--- config.mk ---
export PLATFORM = sky130hd
export DESIGN_NAME = gmux_switch_ctrl
export DESIGN_NICKNAME = d
export VERILOG_FILES = /design/src/rtl/gmux_pkg.sv /design/src/rtl/gmux_settle_cnt.sv /design/src/rtl/gmux_switch_ctrl.sv
export SDC_FILE = /design/constraint.sdc
export NUM_CORES = 1
export LEC_CHECK = 0
export CORE_UTILIZATION = 40
export CTS_CLUSTER_SIZE = 24
export DETAILED_ROUTE_END_ITERATION = 10
export MAX_ROUTING_LAYER = met4
export PLACE_DENSITY_LB_ADDON = 0.15
export SYNTH_ARGS = -nofsm -noshare
export SYNTH_HDL_FRONTEND = slang
export SYNTH_SLANG_ARGS = --single-unit
export TNS_END_PERCENT = 100
--- constraint.sdc ---
create_clock -name CLK -period 2 [get_ports CLK]
set_clock_uncertainty 0.2 [all_clocks]
set_input_delay 0.4 -clock CLK [delete_from_list [all_inputs] [get_ports CLK]]
set_output_delay 0.4 -clock CLK [all_outputs]
set_load 0.05 [all_outputs]
--- src/rtl/gmux_pkg.sv ---
// gmux_pkg: shared types, sizes and helpers for the sequenced N-input
// clock multiplexer controller (gmux_switch_ctrl).
package gmux_pkg;

    // Controller states: IDLE accepts requests, DRAIN holds all enables low,
    // ENABLE is the single commit cycle in which the new input is live.
    typedef enum logic [1:0] {
        IDLE   = 2'd0,
        DRAIN  = 2'd1,
        ENABLE = 2'd2
    } state_t;

    // Width of the dead-time counter (covers SETTLE_CYCLES up to 15).
    localparam int CNT_W = 4;

    // Largest supported input count; onehot() returns this many bits.
    localparam int MAX_INPUTS = 16;

    // One-hot decode of idx; all-zero when idx is outside 0..n-1.
    function automatic logic [MAX_INPUTS-1:0] onehot(input logic [3:0] idx, input int n);
        logic [MAX_INPUTS-1:0] v;
        v = {MAX_INPUTS{1'b0}};
        if (int'(idx) < n) begin
            v[idx] = 1'b1;
        end else begin
            v = {MAX_INPUTS{1'b0}};
        end
        return v;
    endfunction

endpackage

--- src/rtl/gmux_settle_cnt.sv ---
// gmux_settle_cnt: loadable down-counter with a zero flag. It times the
// all-off dead time between two enables of the clock multiplexer.
module gmux_settle_cnt #(
    parameter int CNT_W = gmux_pkg::CNT_W
) (
    input  logic             i_clk,
    input  logic             i_rst,
    input  logic             i_load,
    input  logic [CNT_W-1:0] i_load_val,
    input  logic             i_dec,
    output logic             o_zero
);

    logic [CNT_W-1:0] r_count;

    // Load has priority over decrement; decrement holds at zero.
    always_ff @(posedge i_clk or posedge i_rst) begin
        if (i_rst) begin
            r_count <= {CNT_W{1'b0}};
        end else if (i_load) begin
            r_count <= i_load_val;
        end else if (i_dec && (r_count != {CNT_W{1'b0}})) begin
            r_count <= r_count - {{(CNT_W-1){1'b0}}, 1'b1};
        end else begin
            r_count <= r_count;
        end
    end

    assign o_zero = (r_count == {CNT_W{1'b0}});

endmodule

--- src/rtl/gmux_switch_ctrl.sv ---
// gmux_switch_ctrl: N-input clock multiplexer with a break-before-make
// select controller. A switch request drops every enable, waits
// SETTLE_CYCLES with all inputs off, then enables the new input and pulses
// DONE. Selecting the current input is a no-op (DONE next cycle); selecting
// a non-existent input is rejected (ERR next cycle).
// Optional build macro GMUX_SWITCH_COUNT_EN adds SWITCH_CNT, a 16-bit
// wrapping count of completed real switches.
module gmux_switch_ctrl
    import gmux_pkg::*;
#(
    parameter int NUM_INPUTS    = 4,
    parameter int SEL_W         = $clog2(NUM_INPUTS),
    parameter int SETTLE_CYCLES = 2,
    parameter int DEFAULT_SEL   = 0
) (
    input  logic                  CLK,
    input  logic                  RST,
    (* ASYNC_CLOCK = "TRUE" *)
    input  logic [NUM_INPUTS-1:0] IN,
    input  logic                  REQ_VALID,
    input  logic [SEL_W-1:0]      REQ_SEL,
    output logic                  REQ_READY,
    output logic [NUM_INPUTS-1:0] EN,
    output logic [SEL_W-1:0]      CUR_SEL,
    output logic                  BUSY,
    output logic                  DONE,
    output logic                  ERR,
`ifdef GMUX_SWITCH_COUNT_EN
    output logic [15:0]           SWITCH_CNT,
`endif
    output logic                  IZ
);

    // Reset image of the enables and the select, and loop constants.
    localparam logic [NUM_INPUTS-1:0] EN_RST    = NUM_INPUTS'(onehot(4'(DEFAULT_SEL), NUM_INPUTS));
    localparam logic [SEL_W-1:0]      SEL_RST   = SEL_W'(DEFAULT_SEL);
    localparam logic [SEL_W:0]        NUM_IN_L  = (SEL_W+1)'(NUM_INPUTS);
    localparam logic [CNT_W-1:0]      SETTLE_LD = CNT_W'(SETTLE_CYCLES - 1);

    state_t                r_state;
    state_t                w_state_nxt;
    logic [SEL_W-1:0]      r_target;
    logic [SEL_W-1:0]      r_cur_sel;
    logic [SEL_W-1:0]      w_cur_sel_nxt;
    logic [NUM_INPUTS-1:0] r_en;
    logic [NUM_INPUTS-1:0] w_en_nxt;
    logic [NUM_INPUTS-1:0] w_target_oh;
    logic                  r_done;
    logic                  r_err;
    logic                  w_done_nxt;
    logic                  w_err_nxt;
    logic                  w_idle;
    logic                  w_accept;
    logic                  w_req_bad;
    logic                  w_req_same;
    logic                  w_switch;
    logic                  w_commit;
    logic                  w_cnt_zero;
    logic                  w_ready;
    logic                  w_busy;

    // Request classification; only IDLE accepts, so no queueing is possible.
    assign w_idle      = (r_state == IDLE);
    assign w_accept    = REQ_VALID & w_idle;
    assign w_req_bad   = ({1'b0, REQ_SEL} >= NUM_IN_L);
    assign w_req_same  = (REQ_SEL == r_cur_sel);
    assign w_switch    = w_accept & ~w_req_bad & ~w_req_same;
    assign w_commit    = (r_state == DRAIN) & w_cnt_zero;
    assign w_target_oh = NUM_INPUTS'(onehot(4'(r_target), NUM_INPUTS));

    // Dead-time counter: loaded on switch acceptance, counts down in DRAIN.
    gmux_settle_cnt #(
        .CNT_W (CNT_W)
    ) u_settle_cnt (
        .i_clk      (CLK),
        .i_rst      (RST),
        .i_load     (w_switch),
        .i_load_val (SETTLE_LD),
        .i_dec      (r_state == DRAIN),
        .o_zero     (w_cnt_zero)
    );

    // FSM state register.
    always_ff @(posedge CLK or posedge RST) begin
        if (RST) begin
            r_state <= IDLE;
        end else begin
            r_state <= w_state_nxt;
        end
    end

    // FSM next-state logic.
    always_comb begin
        w_state_nxt = r_state;
        case (r_state)
            IDLE: begin
                if (w_switch) begin
                    w_state_nxt = DRAIN;
                end else begin
                    w_state_nxt = IDLE;
                end
            end
            DRAIN: begin
                if (w_cnt_zero) begin
                    w_state_nxt = ENABLE;
                end else begin
                    w_state_nxt = DRAIN;
                end
            end
            ENABLE: begin
                w_state_nxt = IDLE;
            end
            default: begin
                w_state_nxt = IDLE;
            end
        endcase
    end

    // FSM outputs decoded from the state register.
    always_comb begin
        w_ready = 1'b0;
        w_busy  = 1'b0;
        case (r_state)
            IDLE: begin
                w_ready = 1'b1;
                w_busy  = 1'b0;
            end
            DRAIN, ENABLE: begin
                w_ready = 1'b0;
                w_busy  = 1'b1;
            end
            default: begin
                w_ready = 1'b0;
                w_busy  = 1'b1;
            end
        endcase
    end

    // Next values of the enable/select/pulse registers.
    always_comb begin
        w_en_nxt      = r_en;
        w_cur_sel_nxt = r_cur_sel;
        w_done_nxt    = 1'b0;
        w_err_nxt     = 1'b0;
        if (w_accept) begin
            if (w_req_bad) begin
                w_err_nxt = 1'b1;
            end else if (w_req_same) begin
                w_done_nxt = 1'b1;
            end else begin
                // Break first: every input goes off before the new one is on.
                w_en_nxt = {NUM_INPUTS{1'b0}};
            end
        end else if (w_commit) begin
            // Make: the target and the reported select change together.
            w_en_nxt      = w_target_oh;
            w_cur_sel_nxt = r_target;
            w_done_nxt    = 1'b1;
        end else begin
            w_en_nxt      = r_en;
            w_cur_sel_nxt = r_cur_sel;
        end
    end

    // Enable, select and pulse registers; reset lands on the default input.
    always_ff @(posedge CLK or posedge RST) begin
        if (RST) begin
            r_en      <= EN_RST;
            r_cur_sel <= SEL_RST;
            r_done    <= 1'b0;
            r_err     <= 1'b0;
        end else begin
            r_en      <= w_en_nxt;
            r_cur_sel <= w_cur_sel_nxt;
            r_done    <= w_done_nxt;
            r_err     <= w_err_nxt;
        end
    end

    // Latch the requested target when a real switch is accepted.
    always_ff @(posedge CLK or posedge RST) begin
        if (RST) begin
            r_target <= SEL_RST;
        end else if (w_switch) begin
            r_target <= REQ_SEL;
        end else begin
            r_target <= r_target;
        end
    end

`ifdef GMUX_SWITCH_COUNT_EN
    logic [15:0] r_switch_cnt;

    // Count completed real switches; wraps from 0xFFFF to 0.
    always_ff @(posedge CLK or posedge RST) begin
        if (RST) begin
            r_switch_cnt <= 16'd0;
        end else if (w_commit) begin
            r_switch_cnt <= r_switch_cnt + 16'd1;
        end else begin
            r_switch_cnt <= r_switch_cnt;
        end
    end

    assign SWITCH_CNT = r_switch_cnt;
`endif

    assign REQ_READY = w_ready;
    assign BUSY      = w_busy;
    assign EN        = r_en;
    assign CUR_SEL   = r_cur_sel;
    assign DONE      = r_done;
    assign ERR       = r_err;
    assign IZ        = |(IN & r_en);

endmodule
==> metrics.md <==
| Metric | Value |
|---|---|
| Pwr/cell area | `approximately 1900 nW/um^2` |
| Setup TNS | `0 ns` |
| Clock Latency Late Sink | `0.27 ns` |
| Largest net degree at the start of global routing | `16` |
| Avg Cell Area, Syn | `10.4 um^2` |
| Multi-input logic area | `324 um^2` |
| Final net count | `107` |
| Worst path setup slack after routing | `0.0831 ns` |
| Most frequent cells in the layout | `14 x dfrtp_1, 12 x buf_4, 8 x o21ai_0, 8 x clkdlybuf4s50_1, 7 x inv_1` |
| Pleak | `0.471 nW` |
| EDFF count, synth | `0` |
| Routability cong. | `a little over 0.8` |
| Final Hold Viols | `0` |
| Core area | `roughly 1700 um^2` |
| Sequential fraction of the synthesis area | `just over 50%` |
| Reg clk slew, reported paths | `0.09 ns` |
| Antenna diodes | `0` |
| Most common cell after layout, fill and taps aside | `dfrtp_1` |
| Synth Cell Area | `749 um^2` |
| Via count | `just over 600` |
| Max VDD drop | `around 740 uV` |
| Die area | `2050 um^2` |
| Drt pass-1 iters | `4` |
| Largest cells by area after synthesis | `dfrtp_1 47%, o21ai_0 5.3%, o32ai_1 4.7%` |
| Share of post-route cells with drive strength above 1 | `27.4%` |
| Sink Count | `15` |
| Required time worst endpoint | `1.97 ns` |
| Vias in the first global route | `526` |
| RSZ-0062 raised after global routing | `false` |
| Fin crit share | `95.8%` |
| Gate Count Post-Synth | `72` |
| Final Power | `1.94 mW` |
| Final count of pins violating max slew | `0` |
| Root buffer cell | `clkbuf_4` |
| Total gr overflow | `0` |
| Die extent in x | `45.3 um` |
| Critical Path Source Type | `input port` |
| Reg area | `~380 um^2` |
| Post-DRT Antenna Nets | `0` |
| # DRC | `0` |
| Place WS | `-0.200 ns` |
| Crit-path max FO | `4` |
| FMAX | `0.522 GHz` |
| Initial antenna violation count | `0` |
| Synth Register Bits | `15` |
| TritonCTS Buffers | `3` |
| Post-Syn Nets | `just over 80` |
| Least-Margin Pin Slew | `0.552 ns` |
| Number of max-cap violations | `0` |
| Number of port buffers | `18` |
| Hold Crit Class | `input port to async pin` |
| FILL cells | `139` |
| Global-route usage over all layers | `16.6%` |
| Final min period | `~1.9 ns` |
| CTS H-tree lvls | `1` |
| Post-cts sizing count | `0` |
| Critical path class | `input port to flop` |
| Crit. End Element | `flop` |
| Top_reg_cell synth | `dfrtp_1` |
| CTS tree | `done` |
| Number of library cell types mapped by synthesis | `29` |
| WL/cell | `12.4 um` |
| Post-DP HPWL | `1110 um` |
| Clk buf depth | `2` |
| Post-Place Cells | `116` |
| Slew Limit Headroom | `between 60% and 70%` |
| Synth area leader | `dfrtp_1` |
| Asr flop ratio synth | `between 90% and 100%` |
| Hold WS | `between 0.2 and 0.3 ns` |
| Chip Height | `roughly 45 um` |
| WP data arrival | `approximately 1.9 ns` |
| Hold buffers post-CTS | `0` |
| Initial DRC Count | `15` |
| Layout Cells excl Fill | `120` |
| Post-CTS Setup Inserts | `0` |
| Vias per cell | `5.07` |
| Num ports | `20` |
| Status | `complete, no violations` |
| Yosys Warn Count | `0` |
| Area grow syn2layout | `35.4%` |
| Drt total wl | `1480 um` |
| Final setup violation count | `0` |
| Starting density of the core | `a little over two fifths` |
| Yosys top cell area share | `46.7%` |
| Global-route wire length before repair | `2330 um` |
| Row cnt | `15` |
## metrics by stage
| step | area [um^2] | util (%) |
|---|---|---|
| finish | 1010 | 58.1 |
| global route | 1010 | 58.1 |
| CTS | 1010 | 58.1 |
| detailed placement | 988 | 56.6 |
| global placement | 988 | 56.6 |
| floorplan | 752 | - |
## kinds of logic after synthesis
group	synth area share [%]
AO/OA/AOI/OAI	22.0
flip-flops	50.3
AND/OR/NAND/NOR	11.7
buffers and inverters	6.84
adder cells (fa/ha/maj)	3.34
XOR/XNOR	2.34
multiplexers	3.00
other	0.500
## state kept, by name, indices dropped and copies added (netlist names)
name                  flops
u_settle_cnt.r_count      4
r_state                   2
r_target                  2
CUR_SEL                   2
EN                        4
DONE                      1
## final cells by class
cell class | count | area share [%]
clock buffer | 4 | 2.59
sequential | 15 | 37.1
inverter | 7 | 2.59
multi-input combinational | 46 | 31.9
tap | 25 | 3.08
timing repair buffer | 23 | 22.7
## path summary, 6_finish.rpt
check,startpoint,end,slack [ns],cells after the start
worst max-delay path,REQ_VALID,r_target[1],0.08,4
worst min-delay path,RST,u_settle_cnt.r_count[2],0.28,2
worst max register to register,u_settle_cnt.r_count[0],u_settle_cnt.r_count[0],0.17,5
worst min register to register,r_target[0],EN[0],0.31,1
max in group asynchronous,RST,EN[0],0.95,2
min in group CLK,r_target[0],EN[0],0.31,1
## power breakdown
part	switching, mW	internal, mW
logic	0.714	0.495
registers	0.115	0.443
clock network	0.0905	0.0772
total	0.920	1.02
## per-layer routing
layer  track usage [%]  wire length (um)
met1              25.2               762
met2              21.2               653
met3              4.00                68
met4              5.45                 0
met5                 -                 0
## synth_stat cells, types with 2 or more instances
cell type,instances
inv_1,7
or3b_2,2
nand4b_1,2
nand2_1,3
o32ai_1,4
buf_4,2
a22oi_1,2
dfrtp_1,14
nor2_1,2
xnor2_1,2
o21ai_0,8
ha_1,2
buf_2,2
mux2_2,2
a21oi_1,4
## worst max-delay path: stages
cell             delay [ns]
clkdlybuf4s50_1        0.45
or3b_2                 0.47
a21oi_2                0.21
mux2_2                 0.36
No activity file was read; power rests on OpenSTA's default activity.
